## config.mk

```make
export PLATFORM = sky130hd
export DESIGN_NAME = spi_tx_gen
export DESIGN_NICKNAME = d
export VERILOG_FILES = /design/src/rtl/spi_tx_gen.sv
export SDC_FILE = /design/constraint.sdc
export NUM_CORES = 1
export LEC_CHECK = 0
export CELL_PAD_IN_SITES_DETAIL_PLACEMENT = 1
export CELL_PAD_IN_SITES_GLOBAL_PLACEMENT = 1
export CORE_UTILIZATION = 37
export CTS_BUF_LIST = sky130_fd_sc_hd__clkbuf_4 sky130_fd_sc_hd__clkbuf_8 sky130_fd_sc_hd__clkbuf_16
export CTS_CLUSTER_SIZE = 40
export DETAILED_ROUTE_END_ITERATION = 8
export GPL_TIMING_DRIVEN = 0
export PLACE_DENSITY_LB_ADDON = 0.1
export SETUP_SLACK_MARGIN = 0.05
export SYNTH_ARGS = -nofsm -noshare
export SYNTH_HDL_FRONTEND = slang
export SYNTH_SLANG_ARGS = --single-unit
```

## constraint.sdc

```tcl
create_clock -name clk_in -period 1.34 [get_ports clk_in]
set_input_delay 0.268 -clock clk_in [delete_from_list [all_inputs] [get_ports clk_in]]
set_output_delay 0.268 -clock clk_in [all_outputs]
set_load 0.05 [all_outputs]
```

## src/rtl/spi_tx_gen.sv

```systemverilog
// spi_tx_gen -- SPI master, transmit only, mode 0 (CPOL=0, CPHA=0).
//
// A trigger accepted in IDLE latches msg_in. The word is then shifted out on
// data_out, framed by an active-low sel_out and clocked by clk_out. Every bit
// lasts BIT_DUR clk_in cycles. clk_out is low for the first BIT_DUR/2 cycles of
// a bit and high for the rest. data_out changes only at bit boundaries, while
// clk_out is low, so the slave sees stable data at each clk_out rising edge.
//
// Ports:
//   clk_in      system clock; all logic runs on its rising edge
//   rst_in      asynchronous, active-low reset
//   msg_in      word to send; sampled only on an accepted trigger
//   trigger_in  start request; ignored unless the block is idle
//   data_out    serial data (MOSI), registered
//   clk_out     serial clock (SCLK), registered, idles low
//   sel_out     chip select, active-low, registered, idles high
//
// Build option:
//   SPI_TX_LSB_FIRST_EN  when defined, bits go out LSB first. Timing is unchanged.
//                        When undefined (the default), bits go out MSB first.

module spi_tx_gen #(
  parameter int MESSAGE_WIDTH = 16,
  parameter int BIT_DUR       = 3
) (
  input  logic                     clk_in,
  input  logic                     rst_in,
  input  logic [MESSAGE_WIDTH-1:0] msg_in,
  input  logic                     trigger_in,
  output logic                     data_out,
  output logic                     clk_out,
  output logic                     sel_out
);

  localparam int CW = (BIT_DUR > 1) ? $clog2(BIT_DUR) : 1;
  localparam int BW = (MESSAGE_WIDTH > 1) ? $clog2(MESSAGE_WIDTH) : 1;

  localparam logic [CW-1:0] CYC_LAST = CW'(BIT_DUR - 1);
  localparam logic [CW-1:0] CYC_HIGH = CW'(BIT_DUR / 2);  // first clk_out-high cycle
  localparam logic [BW-1:0] BIT_LAST = BW'(MESSAGE_WIDTH - 1);

  typedef enum logic {IDLE, SEND} state_t;

  state_t                   state_q;
  logic [MESSAGE_WIDTH-1:0] shift_q;  // bits still to send, next one at the head
  logic [CW-1:0]            cyc_q;    // cycle within the bit now on the outputs
  logic [BW-1:0]            bit_q;    // index of the bit now on the outputs
  logic [CW-1:0]            cyc_inc;

  assign cyc_inc = cyc_q + CW'(1);

`ifdef SPI_TX_LSB_FIRST_EN
  function automatic logic head(input logic [MESSAGE_WIDTH-1:0] v);
    return v[0];
  endfunction
  function automatic logic [MESSAGE_WIDTH-1:0] advance(input logic [MESSAGE_WIDTH-1:0] v);
    return v >> 1;
  endfunction
`else
  function automatic logic head(input logic [MESSAGE_WIDTH-1:0] v);
    return v[MESSAGE_WIDTH-1];
  endfunction
  function automatic logic [MESSAGE_WIDTH-1:0] advance(input logic [MESSAGE_WIDTH-1:0] v);
    return v << 1;
  endfunction
`endif

  // The outputs are registered. Each edge loads the values that belong to the
  // next cycle. On the accepting edge, data_out therefore takes the first bit
  // directly from msg_in, and shift_q keeps only the bits that remain.
  always_ff @(posedge clk_in or negedge rst_in) begin
    if (!rst_in) begin
      state_q  <= IDLE;
      shift_q  <= '0;
      cyc_q    <= '0;
      bit_q    <= '0;
      data_out <= 1'b0;
      clk_out  <= 1'b0;
      sel_out  <= 1'b1;
    end else begin
      case (state_q)
        IDLE: begin
          sel_out  <= 1'b1;
          clk_out  <= 1'b0;
          data_out <= 1'b0;
          if (trigger_in) begin
            state_q  <= SEND;
            shift_q  <= advance(msg_in);
            data_out <= head(msg_in);
            sel_out  <= 1'b0;
            cyc_q    <= '0;
            bit_q    <= '0;
          end
        end
        SEND: begin
          if (cyc_q == CYC_LAST) begin
            clk_out <= 1'b0;
            cyc_q   <= '0;
            if (bit_q == BIT_LAST) begin
              // Last cycle of the last bit. The next cycle is IDLE, so any
              // trigger seen in this cycle is dropped.
              state_q  <= IDLE;
              sel_out  <= 1'b1;
              data_out <= 1'b0;
              shift_q  <= '0;
              bit_q    <= '0;
            end else begin
              bit_q    <= bit_q + BW'(1);
              data_out <= head(shift_q);
              shift_q  <= advance(shift_q);
            end
          end else begin
            cyc_q   <= cyc_inc;
            clk_out <= (cyc_inc >= CYC_HIGH);
          end
        end
      endcase
    end
  end

endmodule

```

# ---- After elaboration in Yosys (flattened, before gate mapping)
# Index checks and enable logic that the tools add are counted.
dict set report word_totals {
  inputBits 19
  out_inout_bits 3
  reg_bits 26
  word_cells 43
}
dict set report op_classes {
  n_reduce_logical 2
  n_eq_ne 5
  addsub 2
  mux 25
  n_bitwise 1
  order_cmp 1
}
# cell n
set op_table {}
lappend op_table {{$mux 16} 3}
lappend op_table {{$pmux 16 s2} 1}
lappend op_table {{$mux 4} 3}
lappend op_table {{$mux 1} 10}
lappend op_table {{$pmux 1 s2} 4}
lappend op_table {{$pmux 4 s2} 1}
lappend op_table {{$add 4x1->4 const B} 1}
lappend op_table {{$eq 4x4->1 const B} 1}
lappend op_table {{$mux 2} 2}
lappend op_table {{$ne 2x1->1 const B} 2}
lappend op_table {{$pmux 2 s2} 1}
lappend op_table {{$reduce_and 2->1} 2}
lappend op_table {{$add 2x1->2 const B} 1}
lappend op_table {{$eq 2x2->1 const B} 1}
lappend op_table {{$ge 2x1->1 const B} 1}
lappend op_table {{$ne 2x2->1 const B} 1}
lappend op_table {{$not 1->1} 1}

# ---- Longest topological paths before layout
dict set report logic_depth {
  word_depth 4
  mapped_depth 6
  depth_no_buf 4
}

# ---- Worst setup path after synthesis
# Ideal clock, no wire load.
dict set report synth_timing {
  path_type {register to register}
  startpoint {register cyc_q[1]}
  endpoint {register shift_q[10]}
  path_slack_ps -56
  synth_period_minus_slack_ps 1396
  stages_incl_launch_ff 5
  required_ps 1215
  arrival_ps 1271
  setup_ps 125
  path_buffers 1
  cell_sequence {dfrtp_1 > nor2b_4 > a21oi_2 > buf_6 > mux2_2}
}
dict set report synth_between {
  elab_chain_len 3
}
# element line_no
set synth_rtl {}
lappend synth_rtl {{start: declaration} 46} ;# logic [CW-1:0] cyc_q;
lappend synth_rtl {{start signal: assignment} 113} ;# cyc_q <= cyc_inc;
lappend synth_rtl {{$eq 2x2->1} 96} ;# if (cyc_q == CYC_LAST) begin
lappend synth_rtl {{$ne 2x1->1 (no line)} n/a}
lappend synth_rtl {{$reduce_and 2->1 (no line)} n/a}
lappend synth_rtl {{end signal: assignment} 88} ;# shift_q <= advance(msg_in);
lappend synth_rtl {{end signal: assignment} 110} ;# shift_q <= advance(shift_q);
lappend synth_rtl {{end: declaration} 45} ;# logic [MESSAGE_WIDTH-1:0] shift_q;
# No other way between the ends.
# A chain may end at the register's enable or synchronous reset.

# ---- Worst setup path after layout
dict set report layout_timing {
  startpoint {register bit_q[0]}
  endpoint {register shift_q[8]}
}
dict set report layout_between {
  elab_chain_len 4
}
# element line_no
set layout_rtl {}
lappend layout_rtl {{start: declaration} 47} ;# logic [BW-1:0] bit_q;
lappend layout_rtl {{start signal: assignment} 108} ;# bit_q <= bit_q + BW'(1);
lappend layout_rtl {{$eq 4x4->1} 99} ;# if (bit_q == BIT_LAST) begin
lappend layout_rtl {{$mux 16} 99}
lappend layout_rtl {{$mux 16} 96}
lappend layout_rtl {{$pmux 16 s2} 81} ;# case (state_q)
# No other way between the ends. The select of a mux whose other input is x is not followed.

==> reports/summary.log <==
[place] half-perimeter wire length after detailed placement 1946 um
[global_route] aggregate global routing overflow 0
[synthesis] Post-Synthesis Net Count 131
[final_layout] number of antenna repair diodes 0
[timing] Final WS setup -0.1310 ns
[drt] via count 1035
[worst_setup_path] CP Data Arrival Time 1.69 ns
[worst_setup_path] Worst EP required 1.56 ns
[pwr] Total Power Consumption 0.003832 W
[global_route] number of antenna violations at the first check in global routing 0
[drt] Post-route DRC 0
[floorplanning] number of top-level design ports 22
[timing] transition at the pin with the smallest max-transition slack 1.179 ns
[min_path] Hold/Removal Path Class in2async
[global_route] Tot GR Track Use 0.1852
[outcome] run status finished, violations left
[worst_setup_path] crit path launch type flip-flop
[pwr] sequential share of power 0.337
[final_layout] area of combinational cells with multiple inputs 724.4 um2
[floorplanning] area enclosed by the die boundary 0.003779 mm2
[drt] number of DRC markers in iteration 0 20
[drt] count of antenna-violating nets left after detailed routing 0
[pwr] static leakage power 0.9446 nW
[synthesis] Avg Cell Area, Syn 11.79 um2
[final_layout] Fill cells 371
[timing] headroom to the max-slew limit 0.2143
[place] Post-Place Worst Slack -0.5522 ns
[pwr] maximum vdd drop 825.6 uV
[final_layout] most used cells in the layout excluding fill and tap cells 23 x dfrtp_1, 16 x clkdlybuf4s50_1, 15 x buf_4
[place] number of buffers added on ports 21
[cts] maximum root-to-sink buffer count 2
[synthesis] post-synth design cell area 0.001309 mm2
[run] max-cap violation count 0
[floorplanning] placeable core region 0.003363 mm2
[drt] average vias per placed instance 5.124
[timing] number of hold violations in the final report 0
[pwr] proportion of power drawn by combinational gates 0.565
[final_layout] most frequent standard cell in the layout excluding fill and tap cells dfrtp_1
[cts] H-tree depth 1
[cts] number of buffers created by CTS 3
[worst_setup_path] endpoint type of the worst setup path flip-flop
[synthesis] count of yosys warnings during synthesis 0
[final_layout] fraction of final layout cells with drive strength greater than 1 0.4295
[pwr] Cell Int Power 0.002443 W
[synthesis] Netlist cell types 33
[timing] worst clock skew 0.01082 ns
[worst_setup_path] Max FO, Critical Path 5
[global_route] wire length of the first global-routing pass 4974 um
[drt] final wirelength 3471 um
[synthesis] leading post-synthesis cells by cell area dfrtp_1 46%, mux2_2 14%, mux2i_1 11%
[pwr] switching pwr 0.001389 W
[synthesis] Yosys top cell area share 0.4589
[cts] clock transition time at the flip-flop clock pins of the worst setup and hold paths 0.15 ns
[drt] Pre-Repair DR Iteration Count 4
[drt] average routed wire per standard cell 17.18 um
[final_layout] relative area change from synthesis to final layout 47.13%
[global_route] via count of the first global-routing pass 993
[cts] clock latency of the later-clocked register in the worst-skew pair 0.32 ns
[final_layout] number of nets in the layout 177
[synthesis] post-synthesis register bit count 25
[worst_setup_path] CP Class reg2reg
[timing] Final min period 1.471 ns
[floorplanning] floorplan row count 21
[floorplanning] initial core utilization 0.3891
[synthesis] post-synth top area cell dfrtp_1
[place] final RePlAce weighted congestion 0.7469
[timing] setup repair after global routing missed its margin true
[synthesis] gate count after technology mapping 111
[cts] Clock Root Buffer clkbuf_4
[pwr] Switching Share 0.3625
[cts] Clock Sink Count 25
[global_route] largest net degree at the start of global routing 26
[floorplanning] die width 61.48 um
[cts] clock tree from TritonCTS yes
[timing] Fmax 0.6798 GHz
[pwr] power per standard cell area 1990 mW/mm2
[timing] final count of pins violating max slew 0
[final_layout] Seq. cell area 628.1 um2
[timing] final setup violating endpoints 15
[timing] final period utilization 1.098
[outcome] violated checks setup timing
[floorplanning] die height 61.48 um
[synthesis] Seq/Total Area, Yosys 0.4790
[final_layout] final core occ 0.5725
[pwr] share of power burned in the clock network 0.098
-- path summary, 6_finish.rpt --
check | start | endpoint | slack, ns | cells past startpoint
setup reg to reg | bit_q[0] | shift_q[8] | -0.13 | 6
max in group asynchronous | rst_in | state_q | 0.29 | 1
min in group clk_in | trigger_in | data_out | 0.48 | 3
hold reg to reg | shift_q[9] | shift_q[9] | 0.53 | 1
hold / removal | rst_in | clk_out | 0.28 | 1
setup / recovery | bit_q[0] | shift_q[8] | -0.13 | 6
-- per-stage QoR --
stage / std cells / instance area [um2] / setup TNS [ns] / hold slack [ns]
3_3_place_gp: 178 / 1584 / -16.10 / 0.4878
4_1_cts: 198 / 1799 / -0.8094 / 0.3034
2_1_floorplan: 111 / 1316 / -0.3633 / -0.02759
6_report: 202 / 1926 / -1.675 / 0.2775
3_5_place_dp: 178 / 1584 / -16.88 / 0.4964
5_1_grt: 202 / 1926 / -2.432 / 0.3634
-- cell usage after synthesis --
| cell type | number |
|---|---|
| a21oi_1 | 3 |
| dfrtp_1 | 24 |
| nand3b_1 | 1 |
| nand2_1 | 4 |
| and2b_2 | 1 |
| o2bb2ai_1 | 1 |
| or2b_1 | 1 |
| a21oi_2 | 1 |
| mux2_2 | 16 |
| and3b_1 | 1 |
| nor2_1 | 15 |
| dfstp_2 | 1 |
| xnor2_1 | 1 |
| nand3_1 | 5 |
| mux2i_1 | 14 |
| a31oi_1 | 1 |
| and4_1 | 1 |
| buf_4 | 1 |
| ha_1 | 1 |
| nand4b_1 | 1 |
| nand2b_1 | 2 |
| nor2b_4 | 1 |
| nor3b_1 | 1 |
| a22o_2 | 1 |
| or3_1 | 1 |
| a22o_1 | 1 |
| buf_6 | 4 |
| o22ai_1 | 1 |
| nor2b_1 | 1 |
| o21ba_2 | 1 |
| nor4b_1 | 1 |
| a21o_1 | 1 |
| buf_2 | 1 |
-- logic make-up after synthesis --
kind of cell	synth area share
XOR/XNOR	0.006693
buffers and inverters	0.04397
multiplexers	0.2447
AO/OA/AOI/OAI	0.06215
adder cells (fa/ha/maj)	0.009559
AND/OR/NAND/NOR	0.1539
flip-flops	0.4790
-- flip-flops by register name, indices dropped and copies added, names as in the netlist --
name,flops
bit_q,4
shift_q,15
data_out,1
sel_out,1
cyc_q,2
clk_out,1
state_q,1
-- power groups by stage --
| stage | clock [W] | sequential, W | combinational [W] |
|---|---|---|---|
| 6_report | 0.000376 | 0.00129 | 0.00216 |
| 5_1_grt | 0.000404 | 0.00133 | 0.00232 |
| 4_1_cts | 0.000389 | 0.00127 | 0.00183 |
| 3_5_place_dp | 0 | 0.00130 | 0.00148 |
| 3_3_place_gp | 0 | 0.00128 | 0.00142 |
| 2_1_floorplan | 0 | 0.00140 | 0.000981 |
-- per-layer routing --
layer | GRT usage | vias up | part of all wire | wire length [um]
met2 | 0.2950 | 26 | 0.48 | 1656
met4 | 0.06032 | 0 | 0.019 | 65
met1 | 0.2543 | 517 | 0.47 | 1619
met3 | 0.03571 | 8 | 0.037 | 130
met5 | 0 | - | 0 | 0
li1 | - | 484 | - | -
-- what timing repair did --
item	CTS	global route
hold buffers	0	0
gates cloned	2	1
resized for setup	37	19
setup buffers	14	3
pin swaps	5	5
endpoints found under the setup margin	45	23
-- critical path, cell delays in order, from the launching register on --
cell and delay [ns]:
dfrtp_1 0.41, ha_2 0.19, and4_4 0.22, buf_6 0.12, buf_8 0.12, nor2_2 0.04
mux2_4 0.27
-- area by class of cell --
class | instances | area share
tap | 46 | 0.02989
clock buffer | 4 | 0.01559
buffer | 6 | 0.04159
timing repair buffer | 41 | 0.2105
multi-input combinational | 80 | 0.3762
sequential | 25 | 0.3262
No activity file was read; power rests on OpenSTA's default activity.
